File: config.mk
export PLATFORM = sky130hd
export DESIGN_NAME = stopwatch_lap
export DESIGN_NICKNAME = d
export VERILOG_FILES = /design/src/rtl/stopwatch_lap.sv
export SDC_FILE = /design/constraint.sdc
export NUM_CORES = 1
export LEC_CHECK = 0
export CAP_MARGIN = 15
export CORE_MARGIN = 5
export CORE_UTILIZATION = 26
export CTS_BUF_LIST = sky130_fd_sc_hd__clkbuf_4 sky130_fd_sc_hd__clkbuf_8
export DETAILED_ROUTE_END_ITERATION = 10
export PLACE_DENSITY = 0.43
export SYNTH_ARGS = -nofsm -noshare
export SYNTH_HDL_FRONTEND = slang
export SYNTH_SLANG_ARGS = --single-unit
File: constraint.sdc
create_clock -name clk -period 5 [get_ports clk]
set_input_delay 1 -clock clk [delete_from_list [all_inputs] [get_ports clk]]
set_output_delay 1 -clock clk [all_outputs]
set_load 0.05 [all_outputs]
File: src/rtl/stopwatch_lap.sv
// stopwatch_lap: multi-digit BCD stopwatch with prescaler, edge-detected
// start/stop/lap buttons and a circular lap memory readable on the display bus.
module stopwatch_lap #(
  parameter int DIGITS   = 4,
  parameter int PRESCALE = 1000,
  parameter int LAPS     = 4
) (
  input  logic                       clk,
  input  logic                       rst,
  input  logic                       sw1,
  input  logic                       sw2,
  input  logic                       sw3,
  input  logic                       view,
  input  logic [$clog2(LAPS)-1:0]    sel,
  output logic [4*DIGITS-1:0]        dsp,
  output logic                       running,
  output logic [$clog2(LAPS+1)-1:0]  lap_cnt,
  output logic                       ovf
);

  localparam int W  = 4 * DIGITS;
  localparam int SW = $clog2(LAPS);
  localparam int LW = $clog2(LAPS + 1);
  localparam int PW = (PRESCALE > 1) ? $clog2(PRESCALE) : 1;

  typedef enum logic [1:0] {S_IDLE, S_COUNT, S_LAP, S_STOP} state_e;

  state_e          state_q, state_d;
  logic [2:0]      btn, btn_prev_q, btn_prev_d, ev;
  logic [PW-1:0]   pre_q, pre_d;
  logic [W-1:0]    cnt_q, cnt_d, cnt_inc;
  logic [W-1:0]    disp_q, disp_d;
  logic [W-1:0]    dsp_q, dsp_d;
  logic [W-1:0]    lap_mem_q [LAPS];
  logic [W-1:0]    lap_mem_d [LAPS];
  logic [SW-1:0]   wr_ptr_q, wr_ptr_d;
  logic [LW-1:0]   lap_cnt_q, lap_cnt_d;
  logic            ovf_q, ovf_d;
  logic            active, tick, carry, all_nines, capture, clear;

  // Button levels packed as {sw3, sw2, sw1}
  assign btn     = {sw3, sw2, sw1};
  assign active  = (state_q == S_COUNT) || (state_q == S_LAP);
  assign tick    = active && (pre_q == PW'(PRESCALE - 1));
  assign running = active;
  assign dsp     = dsp_q;
  assign lap_cnt = lap_cnt_q;
  assign ovf     = ovf_q;

  // Edge detection and next-state decode; stop beats start beats lap/clear
  always_comb begin
    btn_prev_d = btn;
    ev         = btn & ~btn_prev_q;
    state_d    = state_q;
    capture    = 1'b0;
    clear      = 1'b0;
    case (state_q)
      S_IDLE: begin
        if (!ev[1] && ev[0]) state_d = S_COUNT;
      end
      S_COUNT: begin
        if (ev[1]) begin
          state_d = S_STOP;
        end else if (!ev[0] && ev[2]) begin
          state_d = S_LAP;
          capture = 1'b1;
        end
      end
      S_LAP: begin
        if (ev[1])      state_d = S_STOP;
        else if (ev[0]) state_d = S_COUNT;
        else if (ev[2]) capture = 1'b1;
      end
      S_STOP: begin
        if (ev[1]) begin
          state_d = S_STOP;
        end else if (ev[0]) begin
          state_d = S_COUNT;
        end else if (ev[2]) begin
          state_d = S_IDLE;
          clear   = 1'b1;
        end
      end
      default: state_d = S_IDLE;
    endcase
  end

  // BCD increment with ripple carry; a surviving carry means all digits were 9
  always_comb begin
    carry   = 1'b1;
    cnt_inc = cnt_q;
    for (int unsigned i = 0; i < DIGITS; i++) begin
      if (carry) begin
        if (cnt_q[4*i +: 4] == 4'd9) begin
          cnt_inc[4*i +: 4] = 4'd0;
        end else begin
          cnt_inc[4*i +: 4] = cnt_q[4*i +: 4] + 4'd1;
          carry             = 1'b0;
        end
      end
    end
    all_nines = carry;
  end

  // Datapath: prescaler, count, display register, lap memory, output mux
  always_comb begin
    pre_d     = pre_q;
    cnt_d     = cnt_q;
    disp_d    = disp_q;
    lap_mem_d = lap_mem_q;
    wr_ptr_d  = wr_ptr_q;
    lap_cnt_d = lap_cnt_q;
    ovf_d     = ovf_q;

    case (state_q)
      S_IDLE: begin
        pre_d  = '0;
        disp_d = '0;
      end
      S_COUNT: begin
        pre_d  = tick ? '0 : pre_q + PW'(1);
        disp_d = cnt_q;
      end
      S_LAP: begin
        pre_d  = tick ? '0 : pre_q + PW'(1);
      end
      default: begin
        disp_d = cnt_q;
      end
    endcase

    if (tick) begin
      cnt_d = cnt_inc;
      if (all_nines) ovf_d = 1'b1;
    end

    // Capture uses the pre-increment count even when a tick coincides
    if (capture) begin
      lap_mem_d[wr_ptr_q] = cnt_q;
      disp_d              = cnt_q;
      wr_ptr_d            = (wr_ptr_q == SW'(LAPS - 1)) ? '0 : wr_ptr_q + SW'(1);
      if (lap_cnt_q != LW'(LAPS)) lap_cnt_d = lap_cnt_q + LW'(1);
    end

    if (clear) begin
      pre_d     = '0;
      cnt_d     = '0;
      disp_d    = '0;
      lap_mem_d = '{default: '0};
      wr_ptr_d  = '0;
      lap_cnt_d = '0;
      ovf_d     = 1'b0;
    end

    if (view) dsp_d = (32'(sel) < 32'(LAPS)) ? lap_mem_q[sel] : '0;
    else      dsp_d = disp_q;
  end

  // State and datapath registers with asynchronous reset
  always_ff @(posedge clk or posedge rst) begin
    if (rst) begin
      state_q    <= S_IDLE;
      btn_prev_q <= '0;
      pre_q      <= '0;
      cnt_q      <= '0;
      disp_q     <= '0;
      dsp_q      <= '0;
      lap_mem_q  <= '{default: '0};
      wr_ptr_q   <= '0;
      lap_cnt_q  <= '0;
      ovf_q      <= 1'b0;
    end else begin
      state_q    <= state_d;
      btn_prev_q <= btn_prev_d;
      pre_q      <= pre_d;
      cnt_q      <= cnt_d;
      disp_q     <= disp_d;
      dsp_q      <= dsp_d;
      lap_mem_q  <= lap_mem_d;
      wr_ptr_q   <= wr_ptr_d;
      lap_cnt_q  <= lap_cnt_d;
      ovf_q      <= ovf_d;
    end
  end

endmodule
* Word-level counts from Yosys, hierarchy flattened
Index checks and enable logic that the tools add are counted.
Cells by class: order comparisons 3, reductions and logical operators 23, equality and inequality tests 15, bitwise logic cells 4, muxes and demuxes 56, add/subtract/negate cells 7
Operator list (number):
- two-way mux 16 bit | 8
- two-way mux 64 bit | 2
- bitwise mux 64 bit | 1
- binary-select mux 16 bit (select 2 bit) | 1
- demux 16 bit (select 2 bit) | 1
- one-hot mux 16 bit (2 select lines) | 1
- two-way mux 4 bit | 7
- two-way mux 2 bit | 11
- two-way mux 10 bit | 2
- one-hot mux 10 bit (2 select lines) | 1
- adder 4 x 1 -> 4 bit, second input constant | 4
- == test 4 bit, second input constant | 4
- two-way mux 1 bit | 16
- nonzero test 2 bit | 7
- adder 10 x 1 -> 10 bit, second input constant | 1
- == test 10 bit, second input constant | 1
- AND reduction 2 bit | 5
- two-way mux 3 bit | 3
- != test 3 bit, second input constant | 3
- one-hot mux 2 bit (4 select lines) | 1
- == test 2 bit, second input constant | 3
- greater-or-equal comparator 3 bit, second input constant | 2
- inverter 2 -> 3 bit | 2
- logical AND 1 bit | 4
- 16 further kinds | 17
Storage, ports and cells: output and inout port bits 21, input port bits 8, word-level logic and storage cells 124, flip-flop bits (word level) 133

* Depth between registers and ports, before layout
Gate-level depths: netlist of the first run.
depth after elaboration 9, gate-level depth with buffers 11, depth with buffers taken out 7

* Least setup slack after synthesis of the first run
No wires, ideal clock.
path kind register to register, start point reg state_q[0], end point reg lap_mem_q[0] (netlist bit), buffers on the path 3, stages on the path, launching flop included 11, data arrival time 2299 ps, clock period less this slack 2436 ps, library setup time 136 ps, slack 2564 ps, data required time 4864 ps, path through dfrtp_1 -> inv_1 -> ha_1 -> buf_4 -> o21ai_2 -> nor4b_2 -> buf_4 -> nand2_1 -> clkbuf_1 -> nand2_1 -> a21oi_1
Between the ends: longest elaborated chain between the ends 3, elaborated cells on any way between the ends 7, classes of those cells 3 x eq/ne; 3 x mux; 1 x reduce/logical
RTL lines:
- from (decl) | RTL line 28 | state_e state_q, state_d;
- from (signal assigned) | RTL line 173 | state_q <= state_d;
- == test 2 bit or == test 2 x 1 -> 1 bit (tied branches) | RTL line 57 | case (state_q)
- one-hot mux 1 bit (2 select lines) or two-way mux 1 bit (tied branches) | RTL line 57
- nonzero test 2 bit (no source line) or two-way mux 64 bit (tied branches)
- to (signal assigned) | RTL line 179 | lap_mem_q <= lap_mem_d;
- to (decl) | RTL line 34 | logic [W-1:0] lap_mem_q [LAPS];
Several ways; a longest one is shown, not always the timed one. A chain may end at the register's enable or synchronous reset.

* Worst setup path in the final report of the first run
start point reg state_q[1], end point out running
Between the ends: longest elaborated chain between the ends 2, elaborated cells on any way between the ends 3, classes of those cells 2 x eq/ne; 1 x reduce/logical
RTL lines:
- == test 2 x 1 -> 1 bit or == test 2 bit (tied branches) | RTL line 43 | assign active = (state_q == S_COUNT) || (state_q == S_LAP);
- logical OR 1 bit * | RTL line 43
- to (decl) | RTL line 16 | output logic running,
Mark *: on every way between the ends. The rest lies on a longest branch, timed or not.

==> results of run 1 <==
==> per-layer routing <==
metal  wire length [um]  up-vias  global-route usage
li1                   -     2157                   -
met1               7350     2286               0.160
met2               7540       99               0.187
met3                747       17              0.0257
met4                239        0              0.0402
met5                  0        -                   0
==> worst min-delay path by stage <==
stage	end	depth (start not counted)
final	disp_q[4]	1
after global routing	disp_q[7]	1
after CTS	disp_q[4]	1
after detailed placement	disp_q[4]	1
after global placement	disp_q[5]	1
after floorplan	disp_q[13]	1
==> state kept, by name, summed over array words and instances (netlist names) <==
register,cells
lap_mem_q,64
lap_cnt,3
ovf,1
disp_q,16
btn_prev_q,3
state_q,2
wr_ptr_q,2
pre_q,10
cnt_q,16
dsp,16
==> layout by cell type (no fill, tap or decap), drive strengths merged, types with 3 or more instances in the layout <==
cell type	instances
a22o	12
nor2	27
mux4	16
o21ai	12
bufinv	7
mux2i	8
o21a	3
nor2b	6
ha	19
a32oi	5
and3b	4
and2	7
a21oi	82
a31oi	4
nand2	158
nand2b	3
mux2	17
inv	14
dfrtp	133
clkdlybuf4s50	28
nand3	12
clkinv	3
or3	10
buf	5
nor3	5
clkbuf	19
nor4	3
and3	3
==> where the power goes <==
| group | switching [uW] | internal, uW | total, uW |
|---|---|---|---|
| Sequential | 316 | 1390 | 1700 |
| Combinational | 786 | 549 | 1330 |
| Clock | 437 | 713 | 1150 |
==> layout make-up <==
class	count	area [um2]
Clock buffer	19	255
Clock inverter	12	249
Fill cell	2511	17000
Inverter	13	53.8
Multi-Input combinational cell	436	2830
Sequential cell	133	3330
Tap cell	324	405
Timing Repair Buffer	33	318
==> stage by stage <==
step / area, um2 / hold WS [ps] / setup WS (ps) / power [uW]
after floorplan: 6440 / 469 / 446 / 2660
after global placement: 6940 / 485 / 1270 / 3010
after detailed placement: 6940 / 492 / 1200 / 3070
after CTS: 7440 / 510 / 1600 / 4230
after global routing: 7440 / 518 / 1410 / 4470
final: 7440 / 507 / 1640 / 4190
==> cell usage after synthesis, types with 2 or more instances <==
| master | count | share of area |
|---|---|---|
| a21oi_1 | 82 | 0.064 |
| a22o_1 | 12 | 0.016 |
| a31oi_1 | 4 | 0.0039 |
| a32oi_1 | 5 | 0.0068 |
| and2_1 | 7 | 0.0068 |
| and3_1 | 2 | 0.0019 |
| and3b_1 | 4 | 0.0054 |
| buf_1 | 3 | 0.0017 |
| buf_2 | 12 | 0.0093 |
| buf_4 | 7 | 0.0082 |
| buf_6 | 2 | 0.0035 |
| clkbuf_1 | 22 | 0.013 |
| clkbuf_2 | 3 | 0.0023 |
| dfrtp_1 | 133 | 0.52 |
| ha_1 | 19 | 0.037 |
| inv_1 | 13 | 0.0076 |
| mux2_2 | 17 | 0.030 |
| mux2i_1 | 8 | 0.012 |
| mux4_2 | 16 | 0.056 |
| nand2_1 | 157 | 0.091 |
| nand2b_1 | 3 | 0.0029 |
| nand3_1 | 12 | 0.0093 |
| nand3b_4 | 2 | 0.0062 |
| nor2_1 | 27 | 0.016 |
| nor2b_1 | 6 | 0.0058 |
| nor3_1 | 5 | 0.0039 |
| nor4_4 | 2 | 0.0066 |
| o21a_1 | 3 | 0.0035 |
| o21ai_0 | 11 | 0.0085 |
| o31ai_1 | 2 | 0.0023 |
| or3_1 | 10 | 0.0097 |
| xnor2_1 | 2 | 0.0027 |
==> critical path, cell delays in order (launching register included) <==
cell,delay (ps)
dfrtp_1,410
inv_1,100
ha_1,530
clkdlybuf4s50_1,890
==> kinds of logic after synthesis <==
group | count (synthesis) | synth area share
AND/OR/NAND/NOR | 251 | 0.190
flip-flops | 133 | 0.516
AO/OA/AOI/OAI | 123 | 0.110
buffers and inverters | 62 | 0.0454
multiplexers | 41 | 0.0980
adder cells (fa/ha/maj) | 19 | 0.0369
XOR/XNOR | 2 | 0.00272
==> summary.md, run 1 <==
| Metric | Value |
|---|---|
| Setup CP Type | reg -> out |
| Tcrit/Tclk final | 0.672 |
| P_leak | 0.00325 uW |
| Mapped Nets | 658 |
| Final Non-Filler Cells | 970 |
| Clock sink count | 133 |
| Flop2flop setup slack | 1730 ps |
| Outcome | finished clean |
| Syn Inst Count | 631 |
| Crit path time final | 3360 ps |
| Via count of the first global-routing pass | 4,660 |
| Post-CTS Repair Setup Buffers | 0 |
| Endpoints failing hold | 0 |
| CP startpoint | state_q[1] |
| Register area share after synthesis | 0.516 |
| DP HPWL | 10.2 mm |
| Row cnt | 57 |
| Htree depth | 4 |
| Starting Density | 0.264 |
| Antenna violations before repair | 0 |
| CTS tree | done |
| # DRC | 0 |
| Synth warn | 0 |
| Global Route Usage Sum | 0.118 |
| Per-cell routed wire length | 16.4 um |
| Slew headroom | 0.285 |
| CP endpoint kind | output port |
| Dpl cells | 939 |
| Req. time, crit path | 4000 ps |
| Post-CTS Resized | 0 |
| Critical Path AT | 2360 ps |
| Pre-antenna DRT Iters | 4 |
| Worst-margin pin slew | 1070 ps |
| Max Slew Vio Count | 0 |
| Worst r2r src | state_q[1] |
| DR iter-0 viols | 330 |
| NumNets Final | 661 |
| Die Area | 0.0280 mm2 |
| Die Y | 167 um |
| Clk_lat worst skew | 440 ps |
| Worst Min Path Start | disp_q[4] |
| Die width | 167 um |
| Setup_tns | 0 ps |
| Crit path launch type | flip-flop |
| I/O pins | 29 |
| Flops & latches, synth | 133 |
| Routability cong. | 0.778 |
| CTS root buffer | clkbuf_8 |
| Synth Flop Type | dfrtp_1 |
| Clock skew | 11.7 ps |
| DRT antenna net count | 0 |
| End of the worst register-to-register path | lap_mem_q[36] |
| PD cells | 563 mW/mm2 |
| Final wirelength | 15.9 mm |
| CP max FO | 9 |
| Core Box Area | 0.0244 mm2 |
| Clock transition at the registers of the reported paths | 80 ps |
| # diodes | 0 |
| End point of the critical path | running |
| Worst r2r path cells | 7 |
| Max Buffers Root-to-Sink | 2 |
| Largest net degree at the start of global routing | 82 |
| First-pass GRT wire length | 26.3 mm |
| Via count | 4,559 |
| Port Buffers | 28 |
| Unrepaired setup endpoints after global routing | no |
| Layout overhead on the synthesized area | 15.5% |
| Worst hold path class | reg -> reg |
| FMAX | 298 MHz |
| Util after Layout | 0.305 |
| Vias/cell | 4.70 |
| Layout cell share with drive strength beyond 1 | 0.132 |
| # setup viols final | 0 |
| Max_cap viols | 0 |
| Max VDD drop | 241 uV |
| Asr flop ratio synth | 1.00 |
| Count of cell types in the netlist | 50 |
| Syn Std Cell Area | 0.00644 mm2 |
| Number of flops mapped to enable cells by yosys | 0 |
| Syn Area/Cell | 10.2 um2 |
| Hold Buf Count CTS | 0 |
| Remaining Overflow, GRT | 0 |
| TritonCTS buffer count | 17 |
Note: power is estimated with default switching activity, not from simulation.
==> run 2: changes to the inputs <==
clock period = 3.41 ns   (was 5 ns; I/O delays follow)
==> summary.md, run 2 (synthesized netlist as in run 1, its figures left out) <==
| Metric | Value |
|---|---|
| Outcome | finished clean |
| Stages on the worst setup path | 3 |
| CP max FO | 9 |
| Final instance area | 0.00742 mm2 |
| Max reg flops | 64 |
| Vias/cell | 4.74 |
| Worst hold path class | reg -> reg |
| Top reg by flops | lap_mem_q |
| Crit path launch type | flip-flop |
| Row cnt | 57 |
| Most frequent cells in the layout | nand2_1 (157), dfrtp_1 (133), a21oi_1 (82), clkdlybuf4s50_1 (28), nor2_1 (27) |
| Layout overhead on the synthesized area | 15.1% |
| CTS root buffer | clkbuf_8 |
| PD cells | 773 mW/mm2 |
| Hold Buf Count CTS | 0 |
| Delay-heaviest family, CP | buffers and inverters |
| Final worst slack | 420 ps |
| DRT antenna net count | 0 |
| Req. time, crit path | 2730 ps |
| Tcrit/Tclk final | 0.877 |
| Reg area | 0.00333 mm2 |
| Setup CP Type | reg -> out |
| TritonCTS buffer count | 17 |
| Fill cells | 2,533 |
| Slew headroom | 0.464 |
| I/O pins | 29 |
| Commonest non-fill, non-tap cell in the layout | nand2_1 |
| Via count of the first global-routing pass | 4,650 |
| Crit path time final | 2990 ps |
| # DRC | 0 |
| # diodes | 0 |
| Unrepaired setup endpoints after global routing | no |
| Endpoints failing hold | 0 |
| Worst-margin pin slew | 805 ps |
| WP buf/inv | 2 |
| CP endpoint kind | output port |
| Routability cong. | 0.728 |
| Worst r2r path cells | 8 |
| Via count | 4,660 |
| Clock skew | 14.2 ps |
| Place WS | 696 ps |
| Max VDD drop | 547 uV |
| Clock sink count | 133 |
| CTS tree | done |
| Die width | 167 um |
| Final Non-Filler Cells | 983 |
| Clk_lat worst skew | 440 ps |
| Pre-antenna DRT Iters | 4 |
| Cell Chain, Critical Path | inv_1 -> ha_1 -> clkdlybuf4s50_1 |
| Largest net degree at the start of global routing | 134 |
| Core Box Area | 0.0244 mm2 |
| Max Buffers Root-to-Sink | 2 |
| Max_cap viols | 0 |
| Die Area | 0.0280 mm2 |
| First-pass GRT wire length | 26.9 mm |
| Post-CTS Repair Setup Buffers | 0 |
| DP HPWL | 9.92 mm |
| Busiest layer in global routing | met2 |
| Setup_tns | 0 ps |
| Met1 GRT Util | 0.173 |
| Starting Density | 0.264 |
| Post-DP Area | 0.00703 mm2 |
| Met3 usage in global routing | 0.0309 |
| Remaining Overflow, GRT | 0 |
| Dpl cells | 951 |
| Port Buffers | 28 |
| DR iter-0 viols | 286 |
| Htree depth | 4 |
| Max stage delay on crit path | 880 ps |
| Worst hold path depth | 1 |
| NumNets Final | 673 |
| # setup viols final | 0 |
| FMAX | 334 MHz |
| Antenna violations before repair | 0 |
| Overall power | 5740 uW |
| Multi-input logic area | 0.00283 mm2 |
| Post-CTS Resized | 0 |
| Max Slew Vio Count | 0 |
| Slowest stage cell, crit path | clkdlybuf4s50_1 |
| Clock transition at the registers of the reported paths | 80 ps |
| Per-cell routed wire length | 17.0 um |
| Global Route Usage Sum | 0.123 |
| Critical Path AT | 2310 ps |
| Die Y | 167 um |
| Layout cell share with drive strength beyond 1 | 0.147 |
| P_leak | 0.00325 uW |
| Final wirelength | 16.7 mm |
| GRT met2 Usage | 0.188 |
==> run 2: cell type report <==
| class | count | share of cell area |
|---|---|---|
| Sequential cell | 133 | 0.449 |
| Tap cell | 324 | 0.0546 |
| Multi-Input combinational cell | 436 | 0.381 |
| Timing Repair Buffer | 45 | 0.0567 |
| Clock inverter | 10 | 0.0132 |
| Inverter | 13 | 0.00708 |
| Clock buffer | 22 | 0.0391 |
==> run 2: per-stage QoR <==
step / hold slack (ps) / util
2_1_floorplan: 469 / -
3_3_place_gp: 484 / 0.288
3_5_place_dp: 489 / 0.288
4_1_cts: 513 / 0.304
5_1_grt: 517 / 0.304
6_report: 510 / 0.304
==> run 2: final timing paths <==
path | startpoint | to | slack [ps]
setup reg to reg | state_q[0] | disp_q[6] | 880
hold reg to reg | disp_q[8] | disp_q[8] | 510
min in group asynchronous | rst | lap_mem_q[39] | 740
max in group asynchronous | rst | state_q[0] | 2000
hold / removal | disp_q[8] | disp_q[8] | 510
setup / recovery | state_q[0] | running | 420
==> run 2: metal layers <==
| metal | vias up | share of wire |
|---|---|---|
| li1 | 2193 | - |
| met1 | 2336 | 0.47 |
| met2 | 109 | 0.46 |
| met3 | 22 | 0.055 |
| met4 | 0 | 0.017 |
| met5 | - | 0 |
==> run 2: where the power goes <==
group	total (uW)	leakage, uW	switching, uW	internal, uW
clock	1300	0.000193	644	655
sequential	2470	0.00178	441	2030
combinational	1960	0.00128	1140	820
total	5740	0.00325	2230	3510
==> run 2: worst reg2reg max path, delay by kind of cell (launching register included) <==
family          cells  cell delay, ps
fa+ha+maj           1             510
buf+inv             2             330
flops               1             410
simple gates        2             570
compound gates      3             670
==> run 3: changes to the inputs <==
CAP_MARGIN = 20   (was 15)
CTS_CLUSTER_SIZE = 25   (was unset)
==> results of run 3 <==
Final layout, timing and power as in run 2 (identical DEF).
